**config.mk**
```make
export PLATFORM = sky130hd
export DESIGN_NAME = fault_event_tx_flat
export DESIGN_NICKNAME = d
export VERILOG_FILES = /design/src/rtl/fault_event_tx_pkg.sv /design/src/rtl/fault_event_tx_if.sv /design/src/rtl/fault_event_tx_fifo.sv /design/src/rtl/fault_event_tx.sv /design/src/flat_wrapper.sv
export SDC_FILE = /design/constraint.sdc
export NUM_CORES = 1
export LEC_CHECK = 0
export CAP_MARGIN = 40
export CORE_MARGIN = 8
export CORE_UTILIZATION = 60
export CTS_CLUSTER_SIZE = 12
export DETAILED_ROUTE_END_ITERATION = 7
export PLACE_DENSITY = 0.8
export SYNTH_ARGS = -nofsm -noshare
export SYNTH_HDL_FRONTEND = slang
export SYNTH_SLANG_ARGS = --single-unit
```
**constraint.sdc**
```tcl
create_clock -name clk -period 4.2 [get_ports clk]
set_clock_uncertainty 0.1 [all_clocks]
set_input_delay 0.42 -clock clk [delete_from_list [all_inputs] [get_ports clk]]
set_output_delay 0.42 -clock clk [all_outputs]
set_load 0.01 [all_outputs]
```
**src/rtl/fault_event_tx_pkg.sv**
```systemverilog
// Shared types and constants for the fault event serializer.
// Event records pack the fault_pro and co_processor status into one byte.
package fault_event_tx_pkg;

  localparam int REC_W        = 8;
  localparam int REC_CODE_LSB = 5;
  localparam int REC_SUB_LSB  = 3;
  localparam int REC_Q_LSB    = 2;
  localparam int REC_Q1_LSB   = 0;
  localparam int DATA_BITS    = 8;

  typedef enum logic [1:0] {
    S_IDLE  = 2'd0,
    S_START = 2'd1,
    S_DATA  = 2'd2,
    S_STOP  = 2'd3
  } tx_state_e;

  function automatic logic [REC_W-1:0] pack_rec(
    input logic [2:0] code,
    input logic [1:0] sub,
    input logic       q,
    input logic [1:0] q1
  );
    return {code, sub, q, q1};
  endfunction

endpackage

```
**src/rtl/fault_event_tx_if.sv**
```systemverilog
// Status inputs, transmit enable and serial/status outputs of the serializer.
// The master side drives fault status; the slave side is the serializer.
interface fault_event_tx_if #(
  parameter int LVL_W = 3
);
  logic [2:0]       fault_code;
  logic [1:0]       fault_sub;
  logic             cop_q;
  logic [1:0]       cop_q1;
  logic             tx_en;
  logic             tx;
  logic             busy;
  logic             overflow;
  logic [LVL_W-1:0] fifo_level;

  modport master (
    output fault_code, fault_sub, cop_q, cop_q1, tx_en,
    input  tx, busy, overflow, fifo_level
  );

  modport slave (
    input  fault_code, fault_sub, cop_q, cop_q1, tx_en,
    output tx, busy, overflow, fifo_level
  );
endinterface

```
**src/rtl/fault_event_tx_fifo.sv**
```systemverilog
// Small synchronous FIFO for event records; a push into a full FIFO is
// accepted only when a pop frees a slot on the same edge.
module fault_evt_fifo #(
  parameter  int DEPTH = 4,
  parameter  int W     = 8,
  localparam int AW    = $clog2(DEPTH),
  localparam int LW    = AW + 1
) (
  input  logic          clk,
  input  logic          reset,
  input  logic          i_push,
  input  logic          i_pop,
  input  logic [W-1:0]  i_wdata,
  output logic [W-1:0]  o_rdata,
  output logic          o_full,
  output logic          o_empty,
  output logic [LW-1:0] o_level
);
  logic [W-1:0]  r_mem [DEPTH];
  logic [AW-1:0] r_wr_ptr;
  logic [AW-1:0] r_rd_ptr;
  logic [LW-1:0] r_level;
  logic          w_do_push;
  logic          w_do_pop;

  assign o_full    = (r_level == LW'(DEPTH));
  assign o_empty   = (r_level == '0);
  assign o_level   = r_level;
  assign o_rdata   = r_mem[r_rd_ptr];
  assign w_do_pop  = i_pop && !o_empty;
  assign w_do_push = i_push && (!o_full || w_do_pop);

  always_ff @(posedge clk) begin
    if (w_do_push) begin
      r_mem[r_wr_ptr] <= i_wdata;
    end
  end

  // Power-of-two depth lets the pointers wrap by plain overflow.
  always_ff @(posedge clk) begin
    if (reset) begin
      r_wr_ptr <= '0;
      r_rd_ptr <= '0;
      r_level  <= '0;
    end else begin
      if (w_do_push) r_wr_ptr <= r_wr_ptr + AW'(1);
      if (w_do_pop)  r_rd_ptr <= r_rd_ptr + AW'(1);
      case ({w_do_push, w_do_pop})
        2'b10:   r_level <= r_level + LW'(1);
        2'b01:   r_level <= r_level - LW'(1);
        default: r_level <= r_level;
      endcase
    end
  end

endmodule

```
**src/rtl/fault_event_tx.sv**
```systemverilog
// Captures new nonzero fault conditions as byte records, buffers them and
// sends each as a start/8-data-LSB-first/stop frame on the tx pin.
//
// state   | meaning
// S_IDLE  | line high, waiting for a buffered record and tx_en
// S_START | start bit (low) for CLKS_PER_BIT cycles
// S_DATA  | eight data bits, LSB first, CLKS_PER_BIT cycles each
// S_STOP  | stop bit (high) for CLKS_PER_BIT cycles
module fault_event_tx
  import fault_event_tx_pkg::*;
#(
  parameter  int CLKS_PER_BIT = 4,
  parameter  int FIFO_DEPTH   = 4,
  localparam int LVL_W        = $clog2(FIFO_DEPTH) + 1,
  localparam int CNT_W        = $clog2(CLKS_PER_BIT)
) (
  input  logic              clk,
  input  logic              reset,
  fault_event_tx_if.slave   bus
);
  localparam logic [CNT_W-1:0] CNT_LOAD = CNT_W'(CLKS_PER_BIT - 1);

  logic [REC_W-1:0] w_rec;
  logic             w_event;
  logic [REC_W-1:0] r_prev_rec;
  logic             r_overflow;

  logic [REC_W-1:0] w_fifo_rdata;
  logic             w_fifo_full;
  logic             w_fifo_empty;
  logic [LVL_W-1:0] w_fifo_level;
  logic             w_pop;

  tx_state_e        r_state,  w_state_nxt;
  logic [CNT_W-1:0] r_cnt,    w_cnt_nxt;
  logic [2:0]       r_bit,    w_bit_nxt;
  logic [REC_W-1:0] r_shift,  w_shift_nxt;
  logic             r_tx,     w_tx_nxt;
  logic             r_busy,   w_busy_nxt;

  assign w_rec   = pack_rec(bus.fault_code, bus.fault_sub, bus.cop_q, bus.cop_q1);
  assign w_event = (w_rec != r_prev_rec) && (bus.fault_code != 3'b000);

  fault_evt_fifo #(
    .DEPTH (FIFO_DEPTH),
    .W     (REC_W)
  ) u_fifo (
    .clk     (clk),
    .reset   (reset),
    .i_push  (w_event),
    .i_pop   (w_pop),
    .i_wdata (w_rec),
    .o_rdata (w_fifo_rdata),
    .o_full  (w_fifo_full),
    .o_empty (w_fifo_empty),
    .o_level (w_fifo_level)
  );

  // A full FIFO drops the record only when no frame is starting on this edge.
  always_ff @(posedge clk) begin
    if (reset) begin
      r_prev_rec <= '0;
      r_overflow <= 1'b0;
    end else begin
      r_prev_rec <= w_rec;
      if (w_event && w_fifo_full && !w_pop) begin
        r_overflow <= 1'b1;
      end
    end
  end

  always_ff @(posedge clk) begin
    if (reset) begin
      r_state <= S_IDLE;
      r_cnt   <= '0;
      r_bit   <= '0;
      r_shift <= '0;
      r_tx    <= 1'b1;
      r_busy  <= 1'b0;
    end else begin
      r_state <= w_state_nxt;
      r_cnt   <= w_cnt_nxt;
      r_bit   <= w_bit_nxt;
      r_shift <= w_shift_nxt;
      r_tx    <= w_tx_nxt;
      r_busy  <= w_busy_nxt;
    end
  end

  always_comb begin
    w_state_nxt = r_state;
    w_cnt_nxt   = (r_cnt == '0) ? r_cnt : r_cnt - CNT_W'(1);
    w_bit_nxt   = r_bit;
    w_shift_nxt = r_shift;
    w_tx_nxt    = r_tx;
    w_busy_nxt  = r_busy;
    w_pop       = 1'b0;

    unique case (r_state)
      S_IDLE: begin
        w_tx_nxt = 1'b1;
        if (!w_fifo_empty && bus.tx_en) begin
          w_pop       = 1'b1;
          w_shift_nxt = w_fifo_rdata;
          w_state_nxt = S_START;
          w_cnt_nxt   = CNT_LOAD;
          w_tx_nxt    = 1'b0;
          w_busy_nxt  = 1'b1;
        end
      end
      S_START: begin
        if (r_cnt == '0) begin
          w_state_nxt = S_DATA;
          w_cnt_nxt   = CNT_LOAD;
          w_bit_nxt   = '0;
          w_tx_nxt    = r_shift[0];
        end
      end
      S_DATA: begin
        if (r_cnt == '0) begin
          w_cnt_nxt = CNT_LOAD;
          if (r_bit == 3'(DATA_BITS - 1)) begin
            w_state_nxt = S_STOP;
            w_tx_nxt    = 1'b1;
          end else begin
            w_bit_nxt   = r_bit + 3'd1;
            w_shift_nxt = r_shift >> 1;
            w_tx_nxt    = r_shift[1];
          end
        end
      end
      S_STOP: begin
        if (r_cnt == '0) begin
          w_state_nxt = S_IDLE;
          w_cnt_nxt   = CNT_LOAD;
          w_tx_nxt    = 1'b1;
          w_busy_nxt  = 1'b0;
        end
      end
      default: begin
        w_state_nxt = S_IDLE;
        w_tx_nxt    = 1'b1;
        w_busy_nxt  = 1'b0;
      end
    endcase
  end

  assign bus.tx         = r_tx;
  assign bus.busy       = r_busy;
  assign bus.overflow   = r_overflow;
  assign bus.fifo_level = w_fifo_level;

endmodule

```
**src/flat_wrapper.sv**
```systemverilog
// flat-port wrapper written by rule: the top's interface ports become plain ports
module fault_event_tx_flat import fault_event_tx_pkg::*;
#(
  parameter  int CLKS_PER_BIT = 4,
  parameter  int FIFO_DEPTH   = 4,
  localparam int LVL_W        = $clog2(FIFO_DEPTH) + 1,
  localparam int CNT_W        = $clog2(CLKS_PER_BIT)
)
  (clk, reset, bus_fault_code, bus_fault_sub, bus_cop_q, bus_cop_q1, bus_tx_en, bus_tx, bus_busy, bus_overflow, bus_fifo_level);
  fault_event_tx_if #(.LVL_W((3))) bus_i ();
  input  logic clk;
  input  logic reset;
  input wire logic [$bits(bus_i.fault_code)-1:0] bus_fault_code;
  input wire logic [$bits(bus_i.fault_sub)-1:0] bus_fault_sub;
  input wire logic [$bits(bus_i.cop_q)-1:0] bus_cop_q;
  input wire logic [$bits(bus_i.cop_q1)-1:0] bus_cop_q1;
  input wire logic [$bits(bus_i.tx_en)-1:0] bus_tx_en;
  output wire logic [$bits(bus_i.tx)-1:0] bus_tx;
  output wire logic [$bits(bus_i.busy)-1:0] bus_busy;
  output wire logic [$bits(bus_i.overflow)-1:0] bus_overflow;
  output wire logic [$bits(bus_i.fifo_level)-1:0] bus_fifo_level;
  assign bus_i.fault_code = bus_fault_code;
  assign bus_i.fault_sub = bus_fault_sub;
  assign bus_i.cop_q = bus_cop_q;
  assign bus_i.cop_q1 = bus_cop_q1;
  assign bus_i.tx_en = bus_tx_en;
  assign bus_tx = bus_i.tx;
  assign bus_busy = bus_i.busy;
  assign bus_overflow = bus_i.overflow;
  assign bus_fifo_level = bus_i.fifo_level;
  fault_event_tx #(.CLKS_PER_BIT(CLKS_PER_BIT), .FIFO_DEPTH(FIFO_DEPTH)) u_core (.clk(clk), .reset(reset), .bus(bus_i));
endmodule
```
* Word-level counts from Yosys, hierarchy flattened
Memory sizes are Yosys's and may differ from the RTL's. A register that Yosys moved wholly into a read port is not among the register bits.
Cells that the tools add are included.
** Word-level totals
- Input bits :: 11
- Bits in latches :: 0
- Word-level logic and storage cells :: 90
- Output and inout bits :: 6
- Memories kept :: 1
- Register bits after elaboration :: 33
- Memory bits (read-only) :: 0
- Memory bits (writable) :: 32
** Cells by class
- Add/subtract/negate cells :: 6
- Div/mod/pow operators :: 0
- Shifts and indexed selects :: 0
- Bitwise operators :: 0
- Reductions and logical operators :: 24
- Order comparisons :: 0
- Muxes and demuxes :: 34
- Multiply operators :: 0
- Eq/ne operators :: 14
** Memories
- u_core.u_fifo.r_mem :: words 4, bits a word 8, read ports 1, clocked after Yosys merged registers in 1, write ports 1, line fault_event_tx_fifo.sv:19 : logic [W-1:0] r_mem [DEPTH];
** Operators by type and width (count)
- 8-bit two-way mux :: 3
- 2-bit two-way mux :: 10
- 8-bit one-hot mux with 2 select lines :: 1
- 3-bit one-hot mux with 2 select lines :: 2
- 1-bit two-way mux :: 11
- 2-bit by 1-bit inequality test with 1-bit output (second input constant) :: 5
- 3-bit two-way mux :: 3
- 8-bit inequality test :: 1
- 2-bit one-hot mux with 4 select lines :: 1
- 4-bit AND reduction :: 2
- 2-bit nonzero test :: 4
- 3-bit by 1-bit adder with 3-bit output (second input constant) :: 2
- 2-bit == test (second input constant) :: 3
- 3-bit == test (second input constant) :: 2
- 1-bit logical AND :: 6
- 3-bit AND reduction :: 2
- 5-bit AND reduction :: 1
- 2-bit by 1-bit adder with 2-bit output (second input constant) :: 2
- 2-bit by 1-bit == test with 1-bit output (second input constant) :: 2
- 2-bit logical NOT :: 2
- 1-bit one-hot mux with 4 select lines :: 1
- 2-bit one-hot mux with 2 select lines :: 1
- 1-bit logical NOT :: 3
- 3-bit logical NOT :: 1
- 7 further kinds :: 7

* Logic depth before layout (Yosys ltp)
Gate-level depths: netlist (run 1).
- Depth after elaboration :: 10
- Depth in mapped cells :: 9
- Gate-level depth less buffers :: 8

* Modules after synthesis
A second synthesis (run 1) with hierarchy kept.
** Second synthesis, totals
- Cells, all modules :: 231
- Area total of the unflattened synthesis :: 2961.6 µm²
** Modules (own cells, without submodules)
- fault_evt_fifo :: seq. area each 1141.1 µm², cells each 96, area an instance 1645.3 µm², instances 1
- fault_event_tx :: seq. area each 520.5 µm², cells each 135, area an instance 1316.3 µm², instances 1

* Worst setup path after synthesis (run 1)
Ideal clock, no wire load.
- Path type :: input to register
- Start point :: input bus_cop_q
- End point :: register u_core.u_fifo.r_level[2], in the netlist u_core.u_fifo.o_level[2]
- Data required time :: 3.979 ns
- Stages :: 7
- Setup time :: 0.121 ns
- Data arrival time :: 2.064 ns
- Buffers on the path :: 0
- Path slack :: 1.915 ns
- Cell sequence :: xor2_1 > nor4_2 > a21oi_2 > nand2b_1 > fa_1 > mux2_2 > mux2_4
** On the way
- Cells in the longest elaborated chain, start to end :: 5
- Elaborated cells between the ends (all ways) :: 7
- Classes of those cells :: eq/ne (3); mux (1); reduce/logical (3)
** Ends and longest elaborated chain
- start: declaration :: line flat_wrapper.sv:15 : input wire logic [$bits(bus_i.cop_q)-1:0] bus_cop_q;
- 8-bit inequality test * :: line fault_event_tx.sv:42 : assign w_event = (w_rec != r_prev_rec) && (bus.fault_code != 3'b000);
- 1-bit logical AND * :: line fault_event_tx.sv:42
- 1-bit logical AND * :: line fault_event_tx_fifo.sv:31 : assign w_do_push = i_push && (!o_full || w_do_pop);
- 2-bit by 1-bit == test with 1-bit output / 2-bit == test (equally long branches) :: line fault_event_tx_fifo.sv:48 : case ({w_do_push, w_do_pop})
- 3-bit one-hot mux with 2 select lines / 2-bit nonzero test (equally long branches)
- end signal: assignment :: line fault_event_tx_fifo.sv:49 : 2'b10: r_level <= r_level + LW'(1);
- end signal: assignment :: line fault_event_tx_fifo.sv:50 : 2'b01: r_level <= r_level - LW'(1);
- end signal: assignment :: line fault_event_tx_fifo.sv:51 : default: r_level <= r_level;
- end: declaration :: line fault_event_tx_fifo.sv:22 : logic [LW-1:0] r_level;
Mark *: on every way between the ends. The rest lies on a longest branch, timed or not.
A chain may end at the register's enable or synchronous reset.

* Final worst setup path (run 1)
- Start point :: input bus_fault_code[0]
- End point :: register u_core.u_fifo.r_level[2], in the netlist u_core.u_fifo.o_level[2]
** On the way
- Cells in the longest elaborated chain, start to end :: 5
- Elaborated cells between the ends (all ways) :: 8
- Classes of those cells :: eq/ne (3); mux (1); reduce/logical (4)
** Ends and longest elaborated chain
- start: declaration :: line flat_wrapper.sv:13 : input wire logic [$bits(bus_i.fault_code)-1:0] bus_fault_code;
- 8-bit inequality test / 3-bit nonzero test (equally long branches) :: line fault_event_tx.sv:42
- 1-bit logical AND * :: line fault_event_tx.sv:42
- 1-bit logical AND * :: line fault_event_tx_fifo.sv:31
- 2-bit by 1-bit == test with 1-bit output / 2-bit == test (equally long branches) :: line fault_event_tx_fifo.sv:48
- 3-bit one-hot mux with 2 select lines / 2-bit nonzero test (equally long branches)
Marks and branches as above.

==> qor.yml, run 1 <==
hold_path:
  worstHoldPathType: "flop to flop"
  whs_endpoint: "u_core.bus.overflow$_SDFFE_PP0P_"
  hold_start: "u_core.bus.overflow$_SDFFE_PP0P_"
  whs_path_depth: 2
worst_setup_path:
  required_ns: 4.31
  reg2reg_from: "u_core.r_state[0]$_SDFFE_PP0P_"
  worstSetupStartpointType: "input port"
  critPathKind: "input port to flop"
  critPathMaxFanout: 7
  timing.critical_path.to_type: "flop"
  worst_r2r_path_depth: 5
  rr_endpoint: "u_core.u_fifo.r_mem[3][0]$_DFFE_PP_"
  timing.reg2reg.setup_slack_ns: 1.78
  timing.critical_path.arrival_ns: 2.77
power_and_ir_drop:
  power_density_nw_per_um2: 655.5
  ir_worst_vdd_v: 0.0003017
  design_power_total_mw: 2.149
  power_leakage_nw: 1.207
logic_synthesis:
  synth-edff-count: 32
  synth.area.top_cells: "sky130_fd_sc_hd__edfxtp_1, sky130_fd_sc_hd__dfxtp_1, sky130_fd_sc_hd__mux4_2"
  syn_avg_cell_area_um2: 12.78
  synth.ff_latch_count: 67
  synthCells: 227
  synthesis.nets: 253
  ys_async_sr_fraction_pct: 0
  synth_sequential_area_ratio_pct: 57.29
  synth_flop_cell: "sky130_fd_sc_hd__dfxtp_1"
  yosys.area.top_type_share_pct: 33.13
  yosys.cell_types.count: 36
  yosys_warnings: 0
  netlist.top_cell.by_area: "sky130_fd_sc_hd__edfxtp_1"
  synthesis.area_um2: 2900
global_route:
  antenna_found_initial: 0
  track_usage_pct: 13.94
  grt_remaining_overflow: 0
  grt_max_degree: 36
  global_route_wire_length_before_repair_mm: 7.810
  number_of_global_route_vias_before_repair: 1671
sta:
  timing_worst_slew_pin_value_ns: 0.7190
  timing.final.setup_violations: 0
  unrepaired_setup_endpoints_after_global_routing: "no"
  hold_viol_final: 0
  timing.slew.headroom_pct: 52.07
  final_period_minus_worst_setup_slack_ns: 2.656
  final_critical_path_setup_slack_ns: 1.544
  timing_max_transition_violations_final: 0
  hold-worst-slack_ns: 0.3737
  period_share_pct: 63.24
  maxClockFrequency_mhz: 376.5
  tns_ns: 0
clocking:
  worstSkewPairLatency_ns: 0.32
  cts.path.max_buffers: 2
  clkTransAtPathRegs_ns: 0.06
  cts_root_buf: "sky130_fd_sc_hd__clkbuf_8"
  cts_hold_buf: 0
  post_cts_resized: 0
  tritoncts_num_sinks: 67
  h-tree-depth: 3
  post-cts-setup-buffer-count: 0
  cts_tree: "built"
  tritoncts.num_buffers: 9
floorplanning:
  die_x_um: 85.53
  io-pin-count: 17
  die-area_um2: 7315
  fp.dieH_um: 85.53
  core_area_um2: 4692
  fp-row-count: 25
  effective_utilization_at_floorplan_pct: 61.81
final_layout:
  post_route_cells_drive_above_1_share_pct: 11.60
  design.final.nets: 272
  finish.utilization_pct: 69.87
  area_growth_syn_to_layout_pct: 13.03
  antennaDiodeCount: 0
  final_common_cell: "sky130_fd_sc_hd__dfxtp_1"
  layout_common_cells: "sky130_fd_sc_hd__dfxtp_1, sky130_fd_sc_hd__edfxtp_1, sky130_fd_sc_hd__nor2_1"
placement:
  placement.setup.worst_slack_ns: 1.192
  numPortBuffers: 16
  place.gp.congestion: 0.7605
  dpl.hpwl_mm: 3.141
drt:
  post_drt_via_cell_ratio: 5.500
  initialDrtViolationCount: 81
  route.vias.total: 1672
  remaining_drc_errors: 0
  drtPass1Iterations: 5
  wl_per_cell_um: 15.00
  antenna_left: 0
  routed_wl_mm: 4.560
outcome:
  outcome: "completed"
run:
  maxCapViolations: 0
## where the power goes
| part | total (mW) | switching [mW] | leakage, nW | internal (mW) |
|---|---|---|---|---|
| clock network | 0.496 | 0.215 | 0.0919 | 0.281 |
| logic | 0.720 | 0.375 | 0.528 | 0.345 |
| registers | 0.933 | 0.0973 | 0.587 | 0.836 |
## sequential cells by signal, summed over array words and instances (netlist names), named ones only
signal and flops:
u_core.bus.tx 1, u_core.r_state 2, u_core.u_fifo.r_mem 32, u_core.bus.overflow 1, u_core.u_fifo.r_rd_ptr 2, u_core.r_shift 8, u_core.bus.busy 1, u_core.r_bit 3
u_core.r_prev_rec 8, u_core.r_cnt 2, u_core.u_fifo.o_level 3, u_core.u_fifo.r_wr_ptr 2
## cell usage after synthesis (all sizes together) (3+ instances only)
library cell / n
a21oi: 8
mux4: 8
nor3: 3
dfxtp: 35
a211oi: 9
and2: 5
nand2b: 3
xor2: 9
xnor2: 3
inv: 11
nand2: 7
nor2b: 11
mux2i: 10
o21ai: 4
ha: 14
a22oi: 3
nor2: 27
clkbuf: 7
edfxtp: 32
buf: 3
## metal layers
metal	vias to the layer above	wire length [µm]	GRT usage (%)
met5	-	0	0
met4	0	36	5.255
met3	4	192	5.444
met2	29	2189	22.07
met1	793	2141	16.74
li1	846	-	-
## layout make-up
cell class	instances	area, µm²
Fill cell	328	1414
Clock inverter	4	41.29
Multi-Input combinational cell	139	1150
Sequential cell	67	1662
Inverter	11	41.29
Clock buffer	11	141.4
Tap cell	54	67.56
Timing Repair Buffer	18	175.2
## worst max-delay path by stage
| stage | startpoint | slack (ns) | endpoint |
|---|---|---|---|
| after floorplan | bus_cop_q | 1.91 | u_core.u_fifo.o_level[2]$_SDFFE_PP0P_ |
| after global placement | bus_fault_code[0] | 1.24 | u_core.u_fifo.o_level[2]$_SDFFE_PP0P_ |
| after detailed placement | bus_fault_code[0] | 1.19 | u_core.u_fifo.o_level[2]$_SDFFE_PP0P_ |
| after CTS | bus_fault_code[0] | 1.55 | u_core.u_fifo.o_level[2]$_SDFFE_PP0P_ |
| after global routing | bus_fault_code[1] | 1.47 | u_core.u_fifo.r_mem[2][7]$_DFFE_PP_ |
| final | bus_fault_code[0] | 1.54 | u_core.u_fifo.o_level[2]$_SDFFE_PP0P_ |
## metrics by stage
stage	instances	cell area, µm²
finish	304	3278
global route	304	3278
CTS	304	3278
detailed placement	289	3095
global placement	288	3088
floorplan	227	2900
## worst max-delay path, cell delays in order
cell and delay [ns]:
sky130_fd_sc_hd__clkdlybuf4s50_1 0.52, sky130_fd_sc_hd__xor2_1 0.20, sky130_fd_sc_hd__nor4_2 0.33, sky130_fd_sc_hd__a21oi_2 0.15, sky130_fd_sc_hd__nand2b_1 0.19, sky130_fd_sc_hd__fa_1 0.37
sky130_fd_sc_hd__mux2_2 0.30, sky130_fd_sc_hd__mux2_4 0.29
## logic make-up (layout without fill, tap and decap cells)
| group | count (synthesis) | count (layout) | share of synthesized area (%) |
|---|---|---|---|
| compound gates | 33 | 33 | 8.240 |
| xor+xnor | 12 | 12 | 3.624 |
| fa+ha+maj | 15 | 15 | 6.730 |
| buf+inv | 21 | 44 | 3.063 |
| flops | 67 | 67 | 57.29 |
| mux | 20 | 20 | 10.57 |
| simple gates | 59 | 59 | 10.48 |
No activity file was read; power rests on OpenSTA's default activity.
==> run 2, diff against run 1 <==
--- a/config.mk
+++ b/config.mk
@@ -7,10 +7,10 @@
 export LEC_CHECK = 0
 export CAP_MARGIN = 40
 export CORE_MARGIN = 8
-export CORE_UTILIZATION = 60
+export CORE_UTILIZATION = 58
 export CTS_CLUSTER_SIZE = 12
 export DETAILED_ROUTE_END_ITERATION = 7
-export PLACE_DENSITY = 0.8
+export PLACE_DENSITY = 0.78
 export SYNTH_ARGS = -nofsm -noshare
 export SYNTH_HDL_FRONTEND = slang
 export SYNTH_SLANG_ARGS = --single-unit
==> constraint.sdc (replaced) <==
create_clock -name clk -period 2.6 [get_ports clk]
set_clock_uncertainty 0.1 [all_clocks]
set_input_delay 0.26 -clock clk [delete_from_list [all_inputs] [get_ports clk]]
set_output_delay 0.26 -clock clk [all_outputs]
set_load 0.01 [all_outputs]
==> qor.yml, run 2 (synthesized netlist as in run 1, its figures left out) <==
sta:
  timing.final.setup_violations: 0  # unchanged
  hold-worst-slack_ns: 0.3787  # +0.005030 ns
  hold_viol_final: 0  # unchanged
  unrepaired_setup_endpoints_after_global_routing: "no"
  timing_worst_slew_pin_value_ns: 0.6820  # -0.03700 ns
  final_critical_path_setup_slack_ns: 0.3058  # -1.238 ns
  timing.slew.headroom_pct: 54.14  # +2.1 points
  period_share_pct: 88.24
  maxClockFrequency_mhz: 435.9
  tns_ns: 0  # unchanged
  final_period_minus_worst_setup_slack_ns: 2.294
  timing_max_transition_violations_final: 0  # unchanged
final_layout:
  n_fill_cell: 314  # -4.3%
  design.final.nets: 289  # +6.3%
  antennaDiodeCount: 0  # unchanged
  final_common_cell: "sky130_fd_sc_hd__dfxtp_1"
  ff_latch_area_um2: 1662  # unchanged
  multiInputGateArea_um2: 1150  # unchanged
  stdcell_area_um2: 3563  # +8.7%
  layout.cells.non_filler: 335  # +10%
  post_route_cells_drive_above_1_share_pct: 19.03  # +7.4 points
  finish.utilization_pct: 74.46  # +4.6 points
  largest_register_ff_count: 32  # unchanged
  layout_common_cells: "sky130_fd_sc_hd__dfxtp_1, sky130_fd_sc_hd__edfxtp_1, sky130_fd_sc_hd__nor2_1"
  area_growth_syn_to_layout_pct: 22.86
  top_register: "u_core.u_fifo.r_mem"
  top_regs: "u_core.u_fifo.r_mem x32, u_core.r_prev_rec x8, u_core.r_shift x8"
floorplanning:
  fp-row-count: 25  # unchanged
  core_area_um2: 4786  # +2.0%
  die_x_um: 86.72  # +1.4%
  effective_utilization_at_floorplan_pct: 60.60  # -1.2 points
  io-pin-count: 17  # unchanged
  die-area_um2: 7519  # +2.8%
  fp.dieH_um: 86.72  # +1.4%
clocking:
  post_cts_resized: 0  # unchanged
  tritoncts_num_sinks: 67  # unchanged
  h-tree-depth: 3  # unchanged
  cts_tree: "built"
  clkTransAtPathRegs_ns: 0.07  # about the same
  cts_root_buf: "sky130_fd_sc_hd__clkbuf_8"
  cts_hold_buf: 0  # unchanged
  cts.path.max_buffers: 2  # unchanged
  post-cts-setup-buffer-count: 0  # unchanged
  tritoncts.num_buffers: 9  # unchanged
  worstSkewPairLatency_ns: 0.34  # +0.02 ns
placement:
  numPortBuffers: 16  # unchanged
  dpl.hpwl_mm: 3.658  # +16%
  dp.cells: 319  # +10%
  place.gp.congestion: 0.7857  # +3.3%
  placement.setup.worst_slack_ns: -0.07710  # -1.269 ns
  placedInstanceArea_um2: 3289  # +6.3%
worst_setup_path:
  worst_r2r_path_depth: 8  # +3
  crit_path_cell_trace: "clkdlybuf4s50_1 > xor2_1 > nor4_2 > a21oi_2 > nand2b_1 > fa_1 > mux2_2 > mux2_4"
  critPathMaxFanout: 2  # -5
  required_ns: 2.73  # -1.58 ns
  timing.critical_path.arrival_ns: 2.43  # -0.34 ns
  timing.critical_path.to_type: "flop"
  worstSetupStartpointType: "input port"
  reg2reg_from: "u_core.r_state[0]$_SDFFE_PP0P_"
  worstSetupStartpoint: "bus_fault_code[0]"
  kind_of_cell_adding_the_most_delay_to_the_critical_path: "multiplexers"
  rr_endpoint: "u_core.u_fifo.o_level[1]$_SDFFE_PP0P_"
  critPathKind: "input port to flop"
  cp_num_buf_inv: 1  # unchanged
  cp.depth: 8  # unchanged
  cp_slowest_stage_delay_ns: 0.44  # -0.08 ns
  timing.reg2reg.setup_slack_ns: 0.34  # -1.44 ns
  crit_path_top_delay_cell: "sky130_fd_sc_hd__clkdlybuf4s50_1"
global_route:
  grt_max_degree: 23  # -36%
  number_of_global_route_vias_before_repair: 1880  # +13%
  antenna_found_initial: 0  # unchanged
  track_usage_pct: 15.91  # +2.0 points
  global_route_wire_length_before_repair_mm: 8.970  # +15%
  grt_remaining_overflow: 0  # unchanged
drt:
  post_drt_via_cell_ratio: 5.427  # -1.3%
  routed_wl_mm: 5.496  # +21%
  wl_per_cell_um: 16.41  # +9.4%
  remaining_drc_errors: 0  # unchanged
  antenna_left: 0  # unchanged
  drtPass1Iterations: 4  # -1
  initialDrtViolationCount: 83  # +2.5%
  route.vias.total: 1818  # +8.7%
power_and_ir_drop:
  power_density_nw_per_um2: 1121  # +71%
  ir_worst_vdd_v: 0.0006607  # +120%
  design_power_total_mw: 3.996  # +86%
  power_leakage_nw: 1.346  # +12%
hold_path:
  whs_path_depth: 2  # unchanged
  hold_start: "u_core.bus.overflow$_SDFFE_PP0P_"
  whs_endpoint: "u_core.bus.overflow$_SDFFE_PP0P_"
  worstHoldPathType: "flop to flop"
outcome:
  outcome: "completed"
run:
  maxCapViolations: 0  # unchanged
run 2: cell types whose count changed in the layout (fill, tap and decap cells not counted), sizes merged:
| cell | delta |
|---|---|
| buf | +17 |
| bufinv | +3 |
| clkbuf | -1 |
| clkinv | -2 |
| clkinvlp | +1 |
run 2: tightest hold or removal path, cell delays in order, from the launching register on:
cell and delay [ns]:
sky130_fd_sc_hd__dfxtp_1 0.34, sky130_fd_sc_hd__a21oi_1 0.04, sky130_fd_sc_hd__nor2_1 0.07
run 2: area by class of cell:
cell class,instances,area share (%)
Sequential cell,67,46.63
Multi-Input combinational cell,139,32.27
Timing Repair Buffer,35,9.902
Clock buffer,10,3.862
Clock inverter,6,3.827
Tap cell,67,2.353
Inverter,11,1.159
run 2: routing by layer:
metal / GRT usage (%) / vias to the layer above / wire length [µm]
met5: 0 / - / 0
met4: 10.95 / 0 / 108
li1: - / 886 / -
met1: 18.20 / 873 / 2430
met2: 25.69 / 49 / 2755
met3: 3.875 / 10 / 201
run 2: worst max-delay path by stage:
| stage | endpoint |
|---|---|
| floorplan | u_core.u_fifo.o_level[2]$_SDFFE_PP0P_ |
| global placement | u_core.u_fifo.o_level[2]$_SDFFE_PP0P_ |
| detailed placement | u_core.u_fifo.o_level[2]$_SDFFE_PP0P_ |
| CTS | u_core.u_fifo.o_level[2]$_SDFFE_PP0P_ |
| global route | u_core.u_fifo.o_level[1]$_SDFFE_PP0P_ |
| finish | u_core.u_fifo.o_level[2]$_SDFFE_PP0P_ |
run 2: where the power goes:
| part | internal (mW) | switching, mW |
|---|---|---|
| registers | 1.35 | 0.166 |
| logic | 0.643 | 0.674 |
| clock network | 0.762 | 0.402 |
